`src/rtl/pc_pkg.sv`:
```
// pc_pkg: shared encodings for the program-counter unit.
// Provides npc_sel codes, FSM state type, vector defaults, offset helper.
package pc_pkg;

   localparam logic [1:0] NPC_SEQ = 2'b00;
   localparam logic [1:0] NPC_BR  = 2'b01;
   localparam logic [1:0] NPC_J   = 2'b10;
   localparam logic [1:0] NPC_JR  = 2'b11;

   localparam logic [31:0] RESET_VECTOR_DEF = 32'h0040_0000;
   localparam logic [31:0] EXC_VECTOR_DEF   = 32'h0040_0004;

   typedef enum logic [1:0] {
      S_BOOT = 2'd0,
      S_RUN  = 2'd1,
      S_HOLD = 2'd2
   } pc_state_t;

   // Word offset of a branch, sign-extended to a byte offset.
   function automatic logic [31:0] br_offset(
      input logic [15:0] imm
   );
      return {{14{imm[15]}}, imm, 2'b00};
   endfunction

endpackage

```
`src/rtl/pc_next_unit_if.sv`:
```
// pc_next_unit_if: redirect requests into the PC unit and PC state out.
// master = decode/CP0 side, slave = pc_next_unit.
interface pc_next_unit_if;

   logic        ena;
   logic        stall;
   logic [1:0]  npc_sel;
   logic        br_taken;
   logic [15:0] imm16;
   logic [25:0] jidx;
   logic [31:0] rs_data;
   logic        exc_req;
   logic        eret;
   logic [31:0] epc;
   logic [31:0] pc_out;
   logic [31:0] pc_plus4;
   logic        pc_valid;
   logic        exc_taken;

   modport master (
      output ena, stall, npc_sel, br_taken, imm16,
      output jidx, rs_data, exc_req, eret, epc,
      input  pc_out, pc_plus4, pc_valid, exc_taken
   );

   modport slave (
      input  ena, stall, npc_sel, br_taken, imm16,
      input  jidx, rs_data, exc_req, eret, epc,
      output pc_out, pc_plus4, pc_valid, exc_taken
   );

endinterface

```
`src/rtl/pc_incr.sv`:
```
// pc_incr: 32-bit +4 incrementer, wraps modulo 2^32.
// Ports: a (in, 32) current PC; y (out, 32) a+4.
module pc_incr (
   input  logic [31:0] a,
   output logic [31:0] y
);

   assign y = a + 32'd4;

endmodule

```
`src/rtl/pc_next_unit.sv`:
```
// pc_next_unit: PC register, next-PC select, boot/hold FSM, pending exc.
// Ports: clk, rst (sync, active high); bus (slave) carries all else.
module pc_next_unit
   import pc_pkg::*;
#(
   parameter logic [31:0] RESET_VECTOR = RESET_VECTOR_DEF,
   parameter logic [31:0] EXC_VECTOR   = EXC_VECTOR_DEF
) (
   input logic             clk,
   input logic             rst,
   pc_next_unit_if.slave   bus
);

   pc_state_t   state_q;
   pc_state_t   state_d;
   logic [31:0] pc_q;
   logic        valid_q;
   logic        pending_q;
   logic        exc_q;
   logic [31:0] plus4;
   logic [31:0] npc;
   logic        update;
   logic        take_exc;

   pc_incr u_incr (
      .a (pc_q),
      .y (plus4)
   );

   always_ff @(posedge clk) begin
      if (rst) begin
         state_q <= S_BOOT;
      end else begin
         state_q <= state_d;
      end
   end

   always_comb begin
      state_d = state_q;
      if (bus.ena) begin
         unique case (state_q)
            S_BOOT:  state_d = S_RUN;
            S_RUN:   if (bus.stall) state_d = S_HOLD;
            S_HOLD:  if (!bus.stall) state_d = S_RUN;
            default: state_d = S_BOOT;
         endcase
      end
   end

   // RUN and HOLD both update on ena & ~stall; HOLD exit
   // therefore redirects in the same cycle it leaves.
   always_comb begin
      update   = bus.ena && !bus.stall
                 && (state_q != S_BOOT);
      take_exc = bus.exc_req || pending_q;
      npc      = plus4;
      if (take_exc) begin
         npc = EXC_VECTOR;
      end else if (bus.eret) begin
         npc = bus.epc;
      end else begin
         unique case (bus.npc_sel)
            NPC_BR: begin
               if (bus.br_taken)
                  npc = plus4 + br_offset(bus.imm16);
            end
            NPC_J:   npc = {plus4[31:28], bus.jidx, 2'b00};
            NPC_JR:  npc = bus.rs_data;
            default: npc = plus4;
         endcase
      end
   end

   always_ff @(posedge clk) begin
      if (rst) begin
         pc_q      <= RESET_VECTOR;
         valid_q   <= 1'b0;
         pending_q <= 1'b0;
         exc_q     <= 1'b0;
      end else begin
         // Pulse only on the cycle after the exception load.
         exc_q <= update && take_exc;
         if (update) begin
            pc_q      <= npc;
            pending_q <= 1'b0;
         end else if (bus.exc_req) begin
            pending_q <= 1'b1;
         end
         if (bus.ena && state_q == S_BOOT)
            valid_q <= 1'b1;
      end
   end

   assign bus.pc_out    = pc_q;
   assign bus.pc_plus4  = plus4;
   assign bus.pc_valid  = valid_q;
   assign bus.exc_taken = exc_q;

endmodule
```
`src/flat_wrapper.sv`:
```
// flat-port wrapper written by rule: the top's interface ports become plain ports
module pc_next_unit_flat import pc_pkg::*;
#(
   parameter logic [31:0] RESET_VECTOR = RESET_VECTOR_DEF,
   parameter logic [31:0] EXC_VECTOR   = EXC_VECTOR_DEF
)
  (clk, rst, bus_ena, bus_stall, bus_npc_sel, bus_br_taken, bus_imm16, bus_jidx, bus_rs_data, bus_exc_req, bus_eret, bus_epc, bus_pc_out, bus_pc_plus4, bus_pc_valid, bus_exc_taken);
  pc_next_unit_if bus_i ();
  input logic clk;
  input logic rst;
  input wire logic [$bits(bus_i.ena)-1:0] bus_ena;
  input wire logic [$bits(bus_i.stall)-1:0] bus_stall;
  input wire logic [$bits(bus_i.npc_sel)-1:0] bus_npc_sel;
  input wire logic [$bits(bus_i.br_taken)-1:0] bus_br_taken;
  input wire logic [$bits(bus_i.imm16)-1:0] bus_imm16;
  input wire logic [$bits(bus_i.jidx)-1:0] bus_jidx;
  input wire logic [$bits(bus_i.rs_data)-1:0] bus_rs_data;
  input wire logic [$bits(bus_i.exc_req)-1:0] bus_exc_req;
  input wire logic [$bits(bus_i.eret)-1:0] bus_eret;
  input wire logic [$bits(bus_i.epc)-1:0] bus_epc;
  output wire logic [$bits(bus_i.pc_out)-1:0] bus_pc_out;
  output wire logic [$bits(bus_i.pc_plus4)-1:0] bus_pc_plus4;
  output wire logic [$bits(bus_i.pc_valid)-1:0] bus_pc_valid;
  output wire logic [$bits(bus_i.exc_taken)-1:0] bus_exc_taken;
  assign bus_i.ena = bus_ena;
  assign bus_i.stall = bus_stall;
  assign bus_i.npc_sel = bus_npc_sel;
  assign bus_i.br_taken = bus_br_taken;
  assign bus_i.imm16 = bus_imm16;
  assign bus_i.jidx = bus_jidx;
  assign bus_i.rs_data = bus_rs_data;
  assign bus_i.exc_req = bus_exc_req;
  assign bus_i.eret = bus_eret;
  assign bus_i.epc = bus_epc;
  assign bus_pc_out = bus_i.pc_out;
  assign bus_pc_plus4 = bus_i.pc_plus4;
  assign bus_pc_valid = bus_i.pc_valid;
  assign bus_exc_taken = bus_i.exc_taken;
  pc_next_unit #(.RESET_VECTOR(RESET_VECTOR), .EXC_VECTOR(EXC_VECTOR)) u_core (.clk(clk), .rst(rst), .bus(bus_i));
endmodule
```
`config.mk`:
```
export PLATFORM = sky130hd
export DESIGN_NAME = pc_next_unit_flat
export DESIGN_NICKNAME = d
export VERILOG_FILES = /design/src/rtl/pc_pkg.sv /design/src/rtl/pc_next_unit_if.sv /design/src/rtl/pc_incr.sv /design/src/rtl/pc_next_unit.sv /design/src/flat_wrapper.sv
export SDC_FILE = /design/constraint.sdc
export NUM_CORES = 1
export LEC_CHECK = 0
export BUFFER_PORTS_ARGS = -buffer_cell sky130_fd_sc_hd__buf_2
export CORE_ASPECT_RATIO = 0.6
export CORE_UTILIZATION = 30
export DETAILED_ROUTE_END_ITERATION = 6
export PLACE_DENSITY = 0.58
export SETUP_SLACK_MARGIN = 0.1
export SLEW_MARGIN = 20
export SYNTH_ARGS = -nofsm -noshare
export SYNTH_HDL_FRONTEND = slang
export SYNTH_HIERARCHICAL = 1
export SYNTH_SLANG_ARGS = --single-unit
```
`constraint.sdc`:
```
create_clock -name clk -period 10 [get_ports clk]
set_clock_uncertainty 0.15 [all_clocks]
set_input_delay 2.5 -clock clk [delete_from_list [all_inputs] [get_ports clk]]
set_output_delay 2.5 -clock clk [all_outputs]
set_load 0.005 [all_outputs]
```
# [After elaboration in Yosys (flattened, before gate mapping)]
# Index checks and enable logic that the tools add are counted.
[word_totals] elab_cells=31 ff_bits=37 input_bits=115
[op_classes] n_addsub=2 muxes=7 n_reduce_logical=10 eq_ne=7
[op_table] operator="$mux 32" n=3
[op_table] operator="$pmux 32 s3" n=1
[op_table] operator="$add 32x3->32 const B" n=1
[op_table] operator="$add 32x32->32" n=1
[op_table] operator="$eq 2x2->1 const B" n=3
[op_table] operator="$pmux 2 s3" n=1
[op_table] operator="$eq 2x1->1 const B" n=2
[op_table] operator="$logic_and 1x1->1" n=4
[op_table] operator="$mux 2" n=2
[op_table] operator="$ne 2x2->1 const B" n=2
[op_table] operator="$reduce_and 3->1" n=1
[op_table] operator="$logic_not 2->1" n=1
[op_table] operator="$reduce_bool 2->1" n=1
[op_table] operator="$reduce_or 2->1" n=1
[op_table] operator="$logic_not 1->1" n=1
[op_table] operator="$logic_or 1x1->1" n=1

# [Longest topological paths before layout]
# Gate-level depths: netlist of run 1.
[depth] depth_word=6 mapped_depth=14

# [Modules after synthesis]
# Netlist of run 1, hierarchy kept.
[modules_own_cells] mod="pc_next_unit" instances=1 cells_each=577 area_each_um2=4214.0
[modules_own_cells] mod="pc_incr" instances=1 cells_each=83 area_each_um2=580.6

# [Worst setup path after synthesis of run 1]
# OpenSTA, ideal clock, no wires.
[synth_timing] path_type="input port to flip-flop" start="input bus_imm16[0]" end="register u_core.pc_q[28] (netlist: u_core/bus.pc_out[28])" t_required_ps=9728 cell_stages=9 arrival_ps=4619 path_slack_ps=5109 setup_ps=122 path_buffers=0 path_cell_list="ha_1 -> fa_1 -> a211oi_1 -> o21bai_1 -> o2111ai_1 -> a21oi_1 -> o41ai_1 -> mux2i_1 -> a221o_1"
[synth_via] elab_chain_len=5
[synth_lines] element="start: declaration" line_no="flat_wrapper.sv:15" text="input wire logic [$bits(bus_i.imm16)-1:0] bus_imm16;"
[synth_lines] element="$add 32x32->32" line_no="pc_next_unit.sv:65" text="npc = plus4 + br_offset(bus.imm16);"
[synth_lines] element="$mux 32" line_no="pc_next_unit.sv:64" text="if (bus.br_taken)"
[synth_lines] element="$pmux 32 s3" line_no="pc_next_unit.sv:62" text="unique case (bus.npc_sel)"
[synth_lines] element="$mux 32" line_no="pc_next_unit.sv:59" text="end else if (bus.eret) begin"
[synth_lines] element="$mux 32" line_no="pc_next_unit.sv:57" text="if (take_exc) begin"
[synth_lines] element="end signal: assignment" line_no="pc_next_unit.sv:84" text="pc_q <= npc;"
[synth_lines] element="end: declaration" line_no="pc_next_unit.sv:16" text="logic [31:0] pc_q;"
# Every way passes these cells.
# A chain may end at the register's enable or synchronous reset.

# [Worst setup path after layout of run 1]
[layout_timing] start="register u_core.pc_q[4] (netlist: u_core/bus.pc_out[4])" end="output bus_pc_plus4[25]"
[layout_via] elab_chain_len=1
[layout_lines] element="$add 32x3->32" line_no="pc_incr.sv:8" text="assign y = a + 32'd4;"
[layout_lines] element="end: declaration" line_no="flat_wrapper.sv:22" text="output wire logic [$bits(bus_i.pc_plus4)-1:0] bus_pc_plus4;"
# Every way passes these cells.

==> summary.md, run 1 <==
| Metric | Value |
|---|---|
| Status | complete, but fails checks |
| Failing checks | design-rule violations |
| Sequential share of power | 31.1% |
| Remaining routing DRC violations | 8 |
| Hold Vio Cnt, Final | 0 |
| Xor/xnor share of the synthesized area | 8.95% |
| P per Cell Area | between 80 and 90 mW/mm^2 |
| Setup TNS | 0 ns |
| Area of the mapped netlist | around 0.0048 mm^2 |
| Worst-path fanout max | 8 |
| Most frequent cells in the layout | 180 x buf_2, 65 x nand2_1, 63 x a21oi_1 |
| Multiplexer share of the synthesized area | under 10% |
| Clk_lat worst skew | around 0.29 ns |
| Synth warn | 6 |
| Global-route wire length before repair | around 32 mm |
| DR iter-0 viols | a little under 700 |
| Setup-failing EPs final | 0 |
| DRT Pass-1 Iters | 7 |
| Wire per inst | between 20 and 25 um |
| Leak | between 2 and 3 nW |
| Fin util | 38.9% |
| Vias in the first global route | between 5000 and 6000 |
| Synthesized area per cell | 7.26 um^2 |
| Vias/cell | ~6 |
| CTS resizes | 0 |
| Top_reg_cell synth | dfxtp_1 |
| Routed Antenna Nets | 0 |
| Num CTS Buffers | 5 |
| Post-synthesis adder-cell area fraction | 8.25% |
| Max-cap violations | 0 |
| Pre-CTS setup slack | around 4.7 ns |
| Worst setup SP type | flop |
| RePlAce Congestion | 0.945 |
| Clk pwr share | 38.6% |
| CTS Hold Bufs | 0 |
| Nature of the critical path endpoint | primary output |
| Critical path class | reg2out |
| Postcts setup bufs | 0 |
| Headroom to the max-slew limit | a little over a third |
| Root Buffer | clkbuf_16 |
| Post-Synth Simple-Gate Area | approximately 23% |
| Fin crit share | around 54% |
| Worst Hold Class | reg2reg |
| Compound-Gate Fraction of Synth Area | roughly a third |
| DP Area | 0.00584 mm^2 |
| Rows | 35 |
| Layout Area Growth over Synthesis | 25.3% |
| HPWL after DPL | about 17 mm |
| Highest metal layer with signal wires | met4 |
| WL final | around 22 mm |
| Synthesized net count | about 800 |
| WL met2 | between 8 and 9 mm |
| Met1 Wirelength | 10.8 mm |
| Yosys cell types | 75 |
| Cell taking the most area after synthesis | dfxtp_1 |
| CP required | between 7 and 8 ns |
| Grt ovf | 0 |
| Initial core utilization | 31.0% |
| Met3 wire length | 2.86 mm |
| Seq cells post-synth | 37 |
| Int Power | about 330 uW |
| Worst VDD drop | ~0.054 mV |
| Core area | about 0.015 mm^2 |
| Tmin final | between 5 and 6 ns |
| Clk pin slew, worst setup/hold paths | approximately 0.07 ns |
| Commonest non-fill, non-tap cell in the layout | buf_2 |
| Asr flop ratio synth | 0% |
| Synth top area share | ~15% |
| Setup ws final | 4.58 ns |
| # IOs | 181 |
| Cells after Synth | 660 |
| Die Ht | approximately 100 um |
| IO Port Bufs | 180 |
| # clock sinks | 37 |
| Layout net count | 960 |
| Worst hold slack | 0.342 ns |
| Die Area | between 0.015 and 0.02 mm^2 |
| Top cells by area, synth | dfxtp_1 15%, ha_1 7.8%, a21oi_1 6.6%, xnor2_1 5.5%, nand2_1 5.1% |
| Final Max Tran Viols | 0 |
| Switching Fraction | around 34% |
| EDFF count, synth | 0 |
| CP arrival | ~2.8 ns |
| Initial antenna violation count | 1 |
| Post-route cell area | between 0.006 and 0.007 mm^2 |
| Largest net degree at the start of global routing | 48 |
| Max Root-Sink Buffers | 2 |
| Via count | ~6000 |
| Die width | 165 um |
| Htree depth | 2 |
| CTS tree | yes |
| Main combinational cell family by area after synthesis | compound AO/OA/AOI/OAI gates |
| Overall routing resource usage | between 20% and 30% |
| Peak Freq | approximately 0.18 GHz |
| RSZ-0062 raised after global routing | no |
| Combinational share of power | 30.2% |
| Worst Max-Slew Pin Slew | 0.953 ns |
| Seq/Total Area, Yosys | between 15 and 20% |
| NetSw | around 170 uW |
| Share of layout cells above drive strength 1 | roughly 28% |
Yosys cell counts, drive strengths merged (7+ instances only):
cell	count
nand2	65
a21oi	63
nor2	59
o21ai	47
dfxtp	37
ha	30
xnor2	30
clkbuf	26
nand3	26
a22oi	19
xor2	19
inv	15
nand4	15
buf	14
nor3	14
a211oi	11
a221oi	9
nand2b	9
o211ai	9
o22ai	9
a21o	8
mux2	8
mux2i	8
nor2b	8
a222oi	7
and3	7
kinds of logic (layout without fill, tap and decap cells):
family | Yosys count | count (layout)
AO/OA/AOI/OAI | 246 | 246
XOR/XNOR | 49 | 49
adder cells (fa/ha/maj) | 31 | 31
buffers and inverters | 56 | 211
flip-flops | 37 | 37
multiplexers | 19 | 19
other | 0 | 1
AND/OR/NAND/NOR | 222 | 222
path summary, 6_finish.rpt:
check                          end  slack [ns]                 start  cells after the start
max               bus_pc_plus4[25]        4.58  u_core/bus.pc_out[4]                      5
min            u_core/bus.pc_valid        0.34   u_core/bus.pc_valid                      2
max reg2reg  u_core/bus.pc_out[28]        5.63  u_core/bus.pc_out[4]                     12
min reg2reg    u_core/bus.pc_valid        0.34   u_core/bus.pc_valid                      2
critical path, cell delays in order (launching register included):
cell	delay [ns]
dfxtp_1	0.45
nand4_1	0.37
nor4_4	0.70
nand4_1	0.19
xnor2_1	0.52
buf_2	0.22
area by class of cell:
| type | instances | area [um^2] |
|---|---|---|
| tap | 203 | 254 |
| clock buffer | 5 | 125 |
| antenna | 1 | 2.50 |
| fill | 1653 | 9450 |
| multi-input combinational | 567 | 3830 |
| inverter | 16 | 60.1 |
| clock inverter | 3 | 46.3 |
| timing repair buffer | 187 | 953 |
| sequential | 37 | 741 |
sequential cells by signal, summed over array words and instances (netlist names):
register and count:
u_core/bus.pc_out 32, u_core/state_q 2, u_core/bus.exc_taken 1, u_core/bus.pc_valid 1, u_core/pending_q 1
power groups by stage:
| stage | sequential, mW | combinational, mW | clock [mW] |
|---|---|---|---|
| after floorplan | 0.158 | 0.0885 | 0 |
| after global placement | 0.159 | 0.149 | 0 |
| after detailed placement | 0.159 | 0.148 | 0 |
| after CTS | 0.155 | 0.148 | 0.196 |
| after global routing | 0.156 | 0.164 | 0.202 |
| final | 0.155 | 0.151 | 0.193 |
routing by layer:
metal | vias up | track usage [%]
li1 | 2839 | -
met1 | 2834 | 42.3
met2 | 338 | 33.5
met3 | 12 | 7.40
met4 | 0 | 2.96
met5 | - | 0
per-stage QoR:
stage	std cells	power, mW
after CTS	1018	0.500
after global routing	1018	0.522
after floorplan	660	0.246
after detailed placement	1010	0.306
final	1019	0.499
after global placement	1010	0.307
No activity file was read; power rests on OpenSTA's default activity.
==> run 2, diff against run 1 <==
Clock period 10 ns to 5.5 ns, I/O delays scaled along.
==> run 2 against run 1 <==
The run now ends clean. Non-clock buffer count grew 4. Combinational power up 82%. Register-to-register slack got worse by 4.4 ns. Via count grew 0.91%. Power rose by 82%. Utilization up 0.23 points. Flip-flop and latch count did not move. Worst hold slack lost 0.0034 ns. Cell count up 0.39%. Sequential share of layout area decreased by 0.071 points. Sequential power up 83%. Die area unchanged. Critical path type is now reg2reg. Largest power group unchanged. Highest routed layer unchanged.
==> summary.md, run 2 (same netlist as run 1, synthesis figures left out) <==
| Metric | Value |
|---|---|
| Status | finished, final reports clean |
| Fin util | 39.1% (+0.23 points) |
| Global-route wire length before repair | 32.9 mm (+1.4%) |
| Overall routing resource usage | 26.3% (+0.17 points) |
| Setup-failing EPs final | 0 (unchanged) |
| P per Cell Area | 151 mW/mm^2 (+81%) |
| Register area | 741 um^2 (unchanged) |
| Remaining routing DRC violations | 0 (-8) |
| Num CTS Buffers | 5 (unchanged) |
| # clock sinks | 37 (unchanged) |
| Vias/cell | 5.94 (+0.52%) |
| Layout Area Growth over Synthesis | 26.1% |
| Clk pin slew, worst setup/hold paths | 0.07 ns (about the same) |
| Via count | 6078 (+0.91%) |
| DR iter-0 viols | 682 (-0.58%) |
| DP Area | 0.00587 mm^2 (+0.51%) |
| Nature of the critical path endpoint | flop |
| # IOs | 181 (unchanged) |
| Worst setup SP type | flop |
| RePlAce Congestion | 0.944 (about the same) |
| Fin crit share | approximately 77% |
| Design Power | 910 uW (+82%) |
| HPWL after DPL | 17.0 mm (-0.72%) |
| Worst-path fanout max | 7 (-1) |
| Critical path class | reg2reg |
| Htree depth | 2 (unchanged) |
| Peak Freq | about 0.24 GHz |
| Leak | 2.70 nW (+0.83%) |
| CTS resizes | 0 (unchanged) |
| Critical path's slowest cell | o41ai_1 |
| WL final | 22.0 mm (+0.79%) |
| Final Max Tran Viols | 0 (unchanged) |
| Worst Max-Slew Pin Slew | 0.987 ns (+0.0347 ns) |
| Layout net count | 964 (+0.42%) |
| Grt ovf | 0 (unchanged) |
| Rows | 35 (unchanged) |
| Die width | 165 um (unchanged) |
| Critical-path cell list | nand4_1 > or2_2 > nor2_1 > xor2_1 > ha_1 > a21oi_1 > o21ai_1 > a211oi_1 > a21oi_1 > o41ai_1 > mux2i_1 > a221o_1 |
| Core area | 0.0155 mm^2 (unchanged) |
| Root Buffer | clkbuf_16 |
| Most common cell on crit path | a21oi_1 |
| Headroom to the max-slew limit | 34.1% (-1.9 points) |
| Setup TNS | 0 ns (unchanged) |
| Die Ht | 99.9 um (unchanged) |
| Max Root-Sink Buffers | 2 (unchanged) |
| Vias in the first global route | 5541 (+3.4%) |
| Layout fillers | 1662 (+0.54%) |
| Hold Vio Cnt, Final | 0 (unchanged) |
| Worst VDD drop | 0.103 mV (+88%) |
| CP required | 5.53 ns (-1.82 ns) |
| RSZ-0062 raised after global routing | no |
| Commonest non-fill, non-tap cell in the layout | buf_2 |
| Post-route cell area | 0.00604 mm^2 (+0.58%) |
| Die Area | 0.0165 mm^2 (unchanged) |
| Largest net degree at the start of global routing | 42 (-13%) |
| Worst Hold Class | reg2reg |
| CTS Hold Bufs | 0 (unchanged) |
| Postcts setup bufs | 0 (unchanged) |
| Bufs and invs on worst path | 0 (-1) |
| Wire per inst | 21.5 um (+0.39%) |
| Share of layout cells above drive strength 1 | 28.1% (+0.48 points) |
| Most frequent cells in the layout | 180 x buf_2, 65 x nand2_1, 63 x a21oi_1 |
| Clk_lat worst skew | 0.29 ns (about the same) |
| Initial core utilization | 31.0% (unchanged) |
| Max-cap violations | 0 (unchanged) |
| DRT Pass-1 Iters | 5 (-2) |
| Crit path max-delay family | compound AO/OA/AOI/OAI gates |
| Tmin final | ~4.2 ns |
| Initial antenna violation count | 0 (-1) |
| CTS tree | yes |
| Routed Antenna Nets | 0 (unchanged) |
| IO Port Bufs | 180 (unchanged) |
| Multi-input gate area | 0.00383 mm^2 (+0.13%) |
| Max reg flops | 32 (unchanged) |
| CP arrival | 4.28 ns (+1.51 ns) |
| CP max stage delay | 0.46 ns (-0.24 ns) |
-- run 2: cell count changes in the layout (fill, tap and decap cells not counted), sizes merged --
cell,previous run,this run
buf,187,191
-- run 2: final cells by class --
| class | count | area share (%) |
|---|---|---|
| tap | 203 | 4.20 |
| clock inverter | 3 | 0.766 |
| inverter | 16 | 0.994 |
| timing repair buffer | 191 | 16.3 |
| antenna | 1 | 0.0414 |
| clock buffer | 5 | 2.07 |
| multi-input combinational | 567 | 63.4 |
| sequential | 37 | 12.3 |
-- run 2: where the power goes --
part | total, mW | switching [mW] | leakage, nW | internal (mW)
Combinational | 0.275 | 0.164 | 2.32 | 0.111
Sequential | 0.283 | 0.00887 | 0.300 | 0.274
Clock | 0.352 | 0.137 | 0.0800 | 0.215
-- run 2: metal layers --
layer  track usage [%]  wire length [um]  up-vias
met5                 0                 0        -
met4              3.11               192        0
met3              6.40              2560       18
met2              35.0              8250      330
met1              42.2             11000     2891
li1                  -                 -     2839
-- run 2: final timing paths --
kind,cells past startpoint,endpoint,from,slack [ns]
max,12,u_core/bus.pc_out[28],u_core/bus.pc_out[4],1.26
min,2,u_core/bus.pc_valid,u_core/bus.pc_valid,0.34
max reg2reg,12,u_core/bus.pc_out[28],u_core/bus.pc_out[4],1.26
min reg2reg,2,u_core/bus.pc_valid,u_core/bus.pc_valid,0.34
-- run 2: through the flow --
step / setup WS, ns / hold WS (ns) / cells
after detailed placement: 1.32 / 0.317 / 1014
after CTS: 1.39 / 0.337 / 1022
after global placement: 1.36 / 0.318 / 1014
after global routing: 1.06 / 0.362 / 1022
final: 1.26 / 0.339 / 1023
after floorplan: 1.73 / 0.311 / 660
-- run 2: tightest hold or removal path: stages (launching register included) --
cell,delay [ns]
dfxtp_1,0.33
nor2_1,0.05
nor2_1,0.08
==> run 3, diff against run 2 <==
Clock period 5.5 ns to 4.15 ns, I/O delays scaled along.
==> run 3 against run 2 <==
Via count rose by 3.6%. Worst setup slack got worse by 0.96 ns. Largest cell class unchanged. Cell count rose by 3.4%. Die area did not move.
==> summary.md, run 3 (same netlist as run 1, synthesis figures left out) <==
| Metric | Value |
|---|---|
| Commonest non-fill, non-tap cell in the layout | buf_2 |
| DR iter-0 viols | 830 (+22%) |
| Max-cap violations | 0 (unchanged) |
| RSZ-0062 raised after global routing | no |
| Routed Antenna Nets | 0 (unchanged) |
| P per Cell Area | 191 mW/mm^2 (+27%) |
| Htree depth | 2 (unchanged) |
| Clk pin slew, worst setup/hold paths | 0.07 ns (about the same) |
| Die Area | 0.0165 mm^2 (unchanged) |
| Fin util | 41.0% (+1.9 points) |
| Clk_lat worst skew | 0.29 ns (about the same) |
| Grt ovf | 0 (unchanged) |
| Nature of the critical path endpoint | flop |
| # clock sinks | 37 (unchanged) |
| Largest net degree at the start of global routing | 33 (-21%) |
| Hold Vio Cnt, Final | 0 (unchanged) |
| Leak | 2.91 nW (+7.8%) |
| Diodes inserted | 0 (-1) |
| Status | finished, final reports clean |
| WL final | 22.9 mm (+3.9%) |
| Core area | 0.0155 mm^2 (unchanged) |
| Final Max Tran Viols | 0 (unchanged) |
| Peak Freq | 0.260 GHz (+10%) |
| WHS Endpoint | u_core/bus.pc_valid |
| Via count | 6298 (+3.6%) |
| Die Ht | 99.9 um (unchanged) |
| Initial antenna violation count | 0 (unchanged) |
| Setup-failing EPs final | 0 (unchanged) |
| Worst Hold Class | reg2reg |
| Critical path class | reg2reg |
| Wire per inst | 21.6 um (+0.51%) |
| CP arrival | 3.94 ns (-0.34 ns) |
| Setup ws final | 0.300 ns (-0.957 ns) |
| Hold depth | 2 (unchanged) |
| Layout net count | 1000 (+3.7%) |
| Max reg flops | 32 (unchanged) |
| Hold wc startpoint | u_core/bus.pc_valid |
| HPWL after DPL | 18.3 mm (+7.9%) |
| Global-route wire length before repair | 33.8 mm (+2.9%) |
| R2R depth | 13 (+1) |
| Fin cells | 1058 (+3.4%) |
| Worst reg2reg endpoint | u_core/bus.pc_out[29] |
| Dpl cells | 1046 (+3.2%) |
| Worst VDD drop | 0.116 mV (+13%) |
| Layout fillers | 1629 (-2.0%) |
| Share of layout cells above drive strength 1 | 31.6% (+3.5 points) |
| IO Port Bufs | 180 (unchanged) |
| Register area | 741 um^2 (unchanged) |
| Vias/cell | 5.95 (+0.19%) |
| Overall routing resource usage | 27.3% (+0.94 points) |
| Num CTS Buffers | 5 (unchanged) |
| Setup TNS | 0 ns (unchanged) |
| # IOs | 181 (unchanged) |
| RePlAce Congestion | 1.02 (+7.8%) |
| Rows | 35 (unchanged) |
| Worst setup SP type | flop |
| Worst-path fanout max | 8 (+1) |
| Remaining routing DRC violations | 0 (unchanged) |
| Most frequent cells in the layout | 180 x buf_2, 65 x nand2_1, 63 x a21oi_1 |
| Root Buffer | clkbuf_16 |
| CP required | 4.24 ns (-1.29 ns) |
| Headroom to the max-slew limit | 41.3% (+7.2 points) |
| Fin crit share | 92.8% (+16 points) |
| R2r setup slk | 0.30 ns (-0.96 ns) |
| R2R Path Start | u_core/bus.pc_out[2] |
| Max Root-Sink Buffers | 2 (unchanged) |
| Multi-input gate area | 0.00386 mm^2 (+0.78%) |
| DRT Pass-1 Iters | 5 (unchanged) |
| Pre-CTS setup slack | 0.0740 ns (-1.24 ns) |
| Tmin final | 3.85 ns (-0.393 ns) |
| Die width | 165 um (unchanged) |
| Layout Area Growth over Synthesis | 32.3% |
| Design Power | 1.21 mW (+33%) |
| CTS tree | yes |
| Worst Max-Slew Pin Slew | 0.858 ns (-0.129 ns) |
| Vias in the first global route | 5622 (+1.5%) |
| Initial core utilization | 31.0% (unchanged) |
run 3: metrics by stage:
step / hold WS, ns / area (um^2)
floorplan: 0.311 / 4790
global placement: 0.316 / 6110
detailed placement: 0.303 / 6110
CTS: 0.332 / 6290
global route: 0.378 / 6340
finish: 0.331 / 6340
run 3: where the power goes:
part	switching, mW	total (mW)	leakage [nW]	internal [mW]
clock	0.175	0.460	0.0800	0.285
sequential	0.0106	0.374	0.300	0.363
combinational	0.223	0.380	2.53	0.157
total	0.408	1.21	2.91	0.805
run 3: timing repair:
item | in CTS | in global routing
hold buffers | 0 | 0
setup buffers | 2 | 2
gates resized for setup | 0 | 5
endpoints found under the setup margin | 1 | 10
pin swaps | 1 | 3
run 3: critical path, cell delays in order, from the launching register on:
cell and delay (ns):
dfxtp_1 0.42, ha_1 0.24, nand3_2 0.22, nor4_4 0.34, buf_4 0.23, nand3_1 0.10
xnor2_1 0.23, ha_1 0.35, a21oi_1 0.23, a21oi_1 0.09, nor2b_1 0.45, nor2_1 0.15
a2111oi_0 0.45, a211o_1 0.15
run 3: layout make-up:
| type | instances | area share (%) |
|---|---|---|
| multi-input combinational | 567 | 60.9 |
| tap | 203 | 4.00 |
| clock buffer | 5 | 1.97 |
| sequential | 37 | 11.7 |
| timing repair buffer | 227 | 19.8 |
| inverter | 16 | 0.947 |
| clock inverter | 3 | 0.730 |
run 3: layer usage:
layer / part of all wire [%] / GRT usage [%] / up-vias
li1: - / - / 2902
met3: 12 / 8.39 / 20
met1: 50 / 43.5 / 2990
met4: 1.0 / 3.88 / 0
met2: 37 / 34.7 / 386
met5: 0 / 0 / -
run 3: worst max-delay path by stage:
stage / from / endpoint
detailed placement: u_core/bus.pc_out[2] / u_core/bus.pc_out[28]
global placement: u_core/bus.pc_out[2] / u_core/bus.pc_out[28]
global route: u_core/bus.pc_out[4] / u_core/bus.pc_out[31]
finish: u_core/bus.pc_out[2] / u_core/bus.pc_out[29]
CTS: u_core/bus.pc_out[4] / u_core/bus.pc_out[28]
floorplan: u_core/bus.pc_out[4] / u_core/bus.pc_out[28]
